===== config.mk =====
export PLATFORM = sky130hd
export DESIGN_NAME = vga_timing_gen
export DESIGN_NICKNAME = d
export VERILOG_FILES = /design/src/rtl/vga_timing_gen.sv
export SDC_FILE = /design/constraint.sdc
export NUM_CORES = 1
export LEC_CHECK = 0
export CORE_AREA = 2 2 61 63
export CTS_CLUSTER_SIZE = 14
export DETAILED_ROUTE_END_ITERATION = 10
export DIE_AREA = 0 0 63 65
export GPL_TIMING_DRIVEN = 1
export PLACE_DENSITY = 0.7
export SLEW_MARGIN = 20
export SYNTH_ARGS = -nofsm -noshare
export SYNTH_HDL_FRONTEND = slang
export SYNTH_SLANG_ARGS = --single-unit
export TNS_END_PERCENT = 50

===== constraint.sdc =====
create_clock -name clk -period 2.6 [get_ports clk]
set_clock_uncertainty 0.05 [all_clocks]
set_input_delay 0.78 -clock clk [delete_from_list [all_inputs] [get_ports clk]]
set_output_delay 0.78 -clock clk [all_outputs]
set_load 0.05 [all_outputs]

===== src/rtl/vga_timing_gen.sv =====
`default_nettype none
// ============================================================================
// Module   : vga_timing_gen
// Purpose  : Raster timing generator for the head of the video pipeline.
//            Produces pixel/line counters together with sync and blanking
//            flags, all registered and mutually aligned, plus a one-clock
//            frame-start strobe. The raster advances only on clock edges
//            where pix_en is high, so the block can run from a clock faster
//            than the pixel rate.
// Ports    : clk          - system clock, rising edge
//            rst_n        - asynchronous active-low reset
//            pix_en       - pixel enable, raster advances when high
//            hcount_out   - horizontal position, 0..H_TOTAL-1
//            vcount_out   - vertical position, 0..V_TOTAL-1
//            hsync_out    - horizontal sync, active level SYNC_POL
//            hblnk_out    - horizontal blanking
//            vsync_out    - vertical sync, active level SYNC_POL
//            vblnk_out    - vertical blanking
//            frame_start  - one-clock strobe on the wrap to (0,0)
// Revision : 1.0 - initial release
// ============================================================================
module vga_timing_gen #(
  parameter int H_ACTIVE = 800,
  parameter int H_FP     = 40,
  parameter int H_SYNC   = 128,
  parameter int H_BP     = 88,
  parameter int V_ACTIVE = 600,
  parameter int V_FP     = 1,
  parameter int V_SYNC   = 4,
  parameter int V_BP     = 23,
  parameter bit SYNC_POL = 1'b1
) (
  input  logic        clk,
  input  logic        rst_n,
  input  logic        pix_en,
  output logic [10:0] hcount_out,
  output logic [10:0] vcount_out,
  output logic        hsync_out,
  output logic        hblnk_out,
  output logic        vsync_out,
  output logic        vblnk_out,
  output logic        frame_start
);

  localparam int H_TOTAL = H_ACTIVE + H_FP + H_SYNC + H_BP;
  localparam int V_TOTAL = V_ACTIVE + V_FP + V_SYNC + V_BP;

  // The counters are 11 bits wide, so neither total may exceed 2048.
  if (H_TOTAL > 2048) begin : g_h_total_check
    $error("vga_timing_gen: H_TOTAL exceeds 2048");
  end
  if (V_TOTAL > 2048) begin : g_v_total_check
    $error("vga_timing_gen: V_TOTAL exceeds 2048");
  end

  localparam logic [10:0] H_LAST     = 11'(H_TOTAL - 1);
  localparam logic [10:0] V_LAST     = 11'(V_TOTAL - 1);
  localparam logic [10:0] H_BLNK_BEG = 11'(H_ACTIVE);
  localparam logic [10:0] H_SYNC_BEG = 11'(H_ACTIVE + H_FP);
  localparam logic [10:0] H_SYNC_END = 11'(H_ACTIVE + H_FP + H_SYNC - 1);
  localparam logic [10:0] V_BLNK_BEG = 11'(V_ACTIVE);
  localparam logic [10:0] V_SYNC_BEG = 11'(V_ACTIVE + V_FP);
  localparam logic [10:0] V_SYNC_END = 11'(V_ACTIVE + V_FP + V_SYNC - 1);

  logic [10:0] hcount_q, hcount_d;
  logic [10:0] vcount_q, vcount_d;
  logic        hsync_q,  hsync_d;
  logic        hblnk_q,  hblnk_d;
  logic        vsync_q,  vsync_d;
  logic        vblnk_q,  vblnk_d;
  logic        fstart_q, fstart_d;
  logic        h_wrap;
  logic        v_wrap;

  assign h_wrap = (hcount_q == H_LAST);
  assign v_wrap = (vcount_q == V_LAST);

  // Next counter values. With pix_en low everything holds.
  always_comb begin
    hcount_d = hcount_q;
    vcount_d = vcount_q;
    if (pix_en) begin
      hcount_d = h_wrap ? 11'd0 : hcount_q + 11'd1;
      if (h_wrap) begin
        vcount_d = v_wrap ? 11'd0 : vcount_q + 11'd1;
      end
    end
  end

  // Flags are decoded from the next counter values so that, once
  // registered, they describe the same raster position as the counters.
  // When pix_en is low the counters hold, so the decode reproduces the
  // current flags and they hold as well.
  always_comb begin
    hblnk_d  = (hcount_d >= H_BLNK_BEG);
    vblnk_d  = (vcount_d >= V_BLNK_BEG);
    hsync_d  = ((hcount_d >= H_SYNC_BEG) && (hcount_d <= H_SYNC_END)) ?
               SYNC_POL : ~SYNC_POL;
    vsync_d  = ((vcount_d >= V_SYNC_BEG) && (vcount_d <= V_SYNC_END)) ?
               SYNC_POL : ~SYNC_POL;
    // Strobe only on the enabled edge that wraps the whole raster; any
    // other edge clears it, so it is always exactly one clock wide.
    fstart_d = pix_en && h_wrap && v_wrap;
  end

  always_ff @(posedge clk or negedge rst_n) begin
    if (!rst_n) begin
      hcount_q <= 11'd0;
      vcount_q <= 11'd0;
      hsync_q  <= ~SYNC_POL;
      hblnk_q  <= 1'b0;
      vsync_q  <= ~SYNC_POL;
      vblnk_q  <= 1'b0;
      fstart_q <= 1'b0;
    end else begin
      hcount_q <= hcount_d;
      vcount_q <= vcount_d;
      hsync_q  <= hsync_d;
      hblnk_q  <= hblnk_d;
      vsync_q  <= vsync_d;
      vblnk_q  <= vblnk_d;
      fstart_q <= fstart_d;
    end
  end

  assign hcount_out  = hcount_q;
  assign vcount_out  = vcount_q;
  assign hsync_out   = hsync_q;
  assign hblnk_out   = hblnk_q;
  assign vsync_out   = vsync_q;
  assign vblnk_out   = vblnk_q;
  assign frame_start = fstart_q;

endmodule
`default_nettype wire

Word-level counts from Yosys, hierarchy flattened
Index checks and enable logic that the tools add are counted.
{"block": "op_classes", "n_reduce_logical": 4, "muxes": 7, "eq_ne": 2, "addsub": 2, "n_lt_le_gt_ge": 6}
{"op": "11-bit 2-to-1 mux", "count": 5}
{"op": "11-bit by 10-bit greater-or-equal comparator with 1-bit output, second input constant", "count": 4}
{"op": "11-bit by 1-bit adder with 11-bit output, second input constant", "count": 2}
{"op": "11-bit by 10-bit <= comparator with 1-bit output, second input constant", "count": 2}
{"op": "11-bit by 10-bit == test with 1-bit output, second input constant", "count": 1}
{"op": "11-bit == test, second input constant", "count": 1}
{"op": "1-bit logical AND", "count": 4}
{"op": "1-bit 2-to-1 mux", "count": 2}
{"block": "word_totals", "reg_bits": 27, "out_inout_bits": 27, "wordCells": 28, "input_bits": 3}

Logic depth before layout (Yosys ltp)
{"block": "depth", "depth_word": 7, "ltp_mapped": 9, "mapped_depth_nobuf": 7}

Worst setup path before layout
OpenSTA, ideal clock, no wires.
{"block": "synth_path", "kind": "register to register", "startpoint": "register vcount_q[0], in the netlist vcount_out[0]", "endpoint": "register vsync_q, in the netlist vsync_out", "setup_time_ns": 0.120, "n_path_buf": 1, "slack_ns": -0.008, "t_required_ns": 2.430, "arrival_time_ns": 2.438, "stages_incl_launch_ff": 9, "synth_period_minus_slack_ns": 2.608, "path_cell_list": "dfrtp_1 ha_1 buf_2 nand3_1 or2_2 or3_1 xnor2_1 nor3_1 and4_1"}
{"block": "synth_via", "elab_chain_len": 7, "word_cells_on_any_way": 9, "cone_classes": "add/sub (1); order compare (2); eq/ne (1); mux (4); reduce/logical (1)"}
{"element": "start: declaration", "line_no": "66", "text": "logic [10:0] vcount_q, vcount_d;"}
{"element": "start signal: assignment", "line_no": "117", "text": "vcount_q <= vcount_d;"}
{"element": "11-bit by 1-bit adder with 11-bit output / 11-bit by 10-bit == test with 1-bit output (equally long branches)", "line_no": "85, 76"}
{"element": "11-bit 2-to-1 mux (*)", "line_no": "85", "text": "vcount_d = v_wrap ? 11'd0 : vcount_q + 11'd1;"}
{"element": "11-bit 2-to-1 mux (*)", "line_no": "84", "text": "if (h_wrap) begin"}
{"element": "11-bit 2-to-1 mux (*)", "line_no": "82", "text": "if (pix_en) begin"}
{"element": "via vcount_d[10]", "line_no": "66"}
{"element": "11-bit by 10-bit greater-or-equal comparator with 1-bit output / 11-bit by 10-bit <= comparator with 1-bit output (equally long branches)", "line_no": "99", "text": "vsync_d = ((vcount_d >= V_SYNC_BEG) && (vcount_d <= V_SYNC_END)) ?"}
{"element": "1-bit logical AND (*)", "line_no": "99"}
{"element": "1-bit 2-to-1 mux (*)", "line_no": "99"}
{"element": "via vsync_d", "line_no": "69", "text": "logic vsync_q, vsync_d;"}
{"element": "end signal: assignment", "line_no": "112", "text": "vsync_q <= ~SYNC_POL;"}
{"element": "end signal: assignment", "line_no": "120", "text": "vsync_q <= vsync_d;"}
{"element": "end: declaration", "line_no": "69"}
Mark *: on every way through the listed nets, which the timed path passes. The rest lies on a longest branch.

Worst setup path in the final report
{"block": "layout_path", "startpoint": "register hcount_q[6], in the netlist hcount_out[6]", "endpoint": "output port hcount_out[6]"}
{"element": "start: declaration", "line_no": "65", "text": "logic [10:0] hcount_q, hcount_d;"}
{"element": "start signal: assignment", "line_no": "116", "text": "hcount_q <= hcount_d;"}
{"element": "end: declaration", "line_no": "36", "text": "output logic [10:0] hcount_out,"}
No word-level cell between the ends.

==> results.cfg <==
[sta]
maxSlewViolCount = 0
rsz0062_at_grt = false
relSlewSlack_pct = 65.43
setup_violations = 0
fmax_mhz = 395.7
finalCritPeriodShare_pct = 97.20
finalCriticalPeriod_ns = 2.527
worst_pin_slew_ns = 0.5178
setup_slack_ns = 0.07287
hold_viol = 0

[power]
power.leakage_nw = 0.8897
p_per_area_mw_per_mm2 = 612.5
comb_power_share_pct = 38.6
switching_power_uw = 509.4
pwr-share-clk_pct = 14.9
seqPwrFrac_pct = 46.5
total_power_mw = 1.218
netSwitchingFraction_pct = 41.83
p_int_uw = 708.3
peakVddDrop_mv = 0.5160

[place]
pre_cts_ws_ns = -0.09910
place_congestion = 0.8108
dpl.hpwl_um = 2529
port_buffers = 29
place_inst = 243

[detailed_routing]
routed_wl_um = 3329
wire_per_inst_um = 13.48
viasPerCell = 5.328
route.detailed.drc = 0
drt_iter0_drc = 46
ant_nets = 0
drtPass1Iterations = 4
vias = 1316

[setup_path]
cp_slowest_cell = clkdlybuf4s50_1
cp.arrival_ns = 1.70
reg2reg_slack_ns = 0.28
timing.rr.start = vcount_out[8]
crit_chain = clkdlybuf4s50_1
cp_top_family = buffers and inverters
critPathLaunchType = register
worstRegToRegCells = 6
cp-end-kind = output port
critPathMaxStageDelay_ns = 0.86
crit_buf_inv = 1
r2r_end = vsync_out
path_max_fanout = 8
cp.required_ns = 1.77
path_class = reg2out

[final_layout]
n_antenna_cell = 0
drive_gt1_share_pct = 14.57
layout_common_cells = 26 x dfrtp_1, 24 x clkdlybuf4s50_1, 17 x nor2_1, 17 x buf_4
utilization_pct = 56.87
final_nets = 205
layout.cells.non_filler = 247
mostFrequentLayoutCell = dfrtp_1
area_growth_pct = 31.43

[global_routing]
grt_max_degree = 28
grt_overflow = 0
grt_usage_pct = 17.42
grt_pass1_wl_um = 5685
grt_pass1_vias = 1252
antenna_found_initial = 0

[outcome]
outcome = finished clean

[synth]
synthSimpleGateAreaFrac_pct = 23.99
syn_inst = 159
synth_area_per_cell_um2 = 9.514
ys_seq_area_share_pct = 44.67
ys_ff_latch = 27
synthXorXnorAreaFrac_pct = 11.58
synth_ff_type = dfrtp_1
muxShareOfSynthArea_pct = 1.489
yosys_warnings = 0
yosysUniqueCellTypes = 41
synthAdderAreaFrac_pct = 1.654
synth_edf_count = 0
syn_nets = 164
async_flop_share_pct = 100.0
synth_top_family_by_area = simple AND/OR/NAND/NOR gates
synth_compound_area_share_pct = 13.32
syn_area_mm2 = 0.001513

[clocking]
cts_root_buf = clkbuf_4
clockBufferDepth = 2
post_cts_buffers = 0
clk_latency_ns = 0.32
clk_pin_slew_ns = 0.15
h-tree-depth = 1
cts_tree = built
numCtsBuffers = 3
clock_sinks = 27

[floorplan]
die_area_mm2 = 0.004095
row_count = 22
ioPinCount = 30
start_util_pct = 43.27
core_mm2 = 0.003496
die_w_um = 63
die_y_um = 65

[hold_path]
min_path_type = reg2reg
min_delay_path_depth = 1
holdPathEnd = hcount_out[9]
hp-start = hcount_out[9]

[job]
drv_cap = 0
[synthesized netlist by cell type, types with 3 or more instances]
library cell	instances	share of area, %
nor3_1	5	1.7
nand3_1	8	2.6
o22ai_1	3	1.2
and4_1	4	2.3
xnor2_1	12	6.9
clkbuf_1	6	1.5
buf_2	4	1.3
dfrtp_1	27	45
nand2_1	12	3.0
nor2_1	17	4.2
nand4_1	6	2.5
a31oi_1	5	2.1
nor3b_1	3	1.5
a21oi_1	6	2.0
xor2_1	8	4.6
o31a_1	3	1.7
[state kept, by name (all words and copies together) (netlist names)]
| signal | count |
|---|---|
| frame_start | 1 |
| vcount_out | 11 |
| hblnk_out | 1 |
| vsync_out | 1 |
| hcount_out | 11 |
| hsync_out | 1 |
| vblnk_out | 1 |
[final cells by class]
cell class	instances	area, um2
fillers	326	1508
multi-input cells	120	787.0
flip-flops and latches	27	676.9
repair buffers	46	430.4
well taps	48	60.06
clock buffers	4	26.28
inverters	2	7.507
[per-stage QoR]
| stage | hold slack, ns | setup TNS (ns) | cell area, um2 |
|---|---|---|---|
| 2_1_floorplan | 0.4344 | 0 | 1514 |
| 3_5_place_dp | 0.4996 | -0.2474 | 1949 |
| 3_3_place_gp | 0.4731 | -0.1574 | 1949 |
| 5_1_grt | 0.5557 | 0 | 1988 |
| 6_report | 0.5261 | 0 | 1988 |
| 4_1_cts | 0.5320 | 0 | 1976 |
[logic make-up after synthesis]
family | count (synthesis)
compound gates | 29
mux | 2
xor+xnor | 20
fa+ha+maj | 2
flops | 27
buf+inv | 12
simple gates | 67
[worst max-delay path by stage]
stage / startpoint / to / slack, ns / cells after the start
after detailed placement: pix_en / vblnk_out / -0.1 / 7
after CTS: hcount_out[4] / hcount_out[4] / 0.01 / 1
final: hcount_out[6] / hcount_out[6] / 0.07 / 1
after floorplan: vcount_out[1] / vsync_out / 0.004 / 8
after global routing: vcount_out[4] / vcount_out[4] / 0.009 / 1
after global placement: pix_en / vsync_out / -0.07 / 7
[power by group through the flow]
stage	clock (mW)	combinational, mW	sequential, mW
final	0.181	0.470	0.566
after global routing	0.205	0.508	0.576
after CTS	0.191	0.476	0.567
after detailed placement	0	0.474	0.575
after global placement	0	0.465	0.570
after floorplan	0	0.172	0.711
[timing repair]
action | 4_1_cts | 5_1_grt
hold buffers | 0 | 0
endpoints found under the hold margin | 0 | 0
gates resized for setup | 0 | 5
setup endpoints to repair | 0 | 5
[routing by layer]
metal | GRT usage, % | wire, um | vias up
li1 | - | - | 653
met1 | 23.81 | 1610 | 634
met2 | 28.99 | 1585 | 27
met3 | 2.257 | 107 | 2
met4 | 5.000 | 25 | 0
met5 | 0 | 0 | -
No activity file was read; power rests on OpenSTA's default activity.
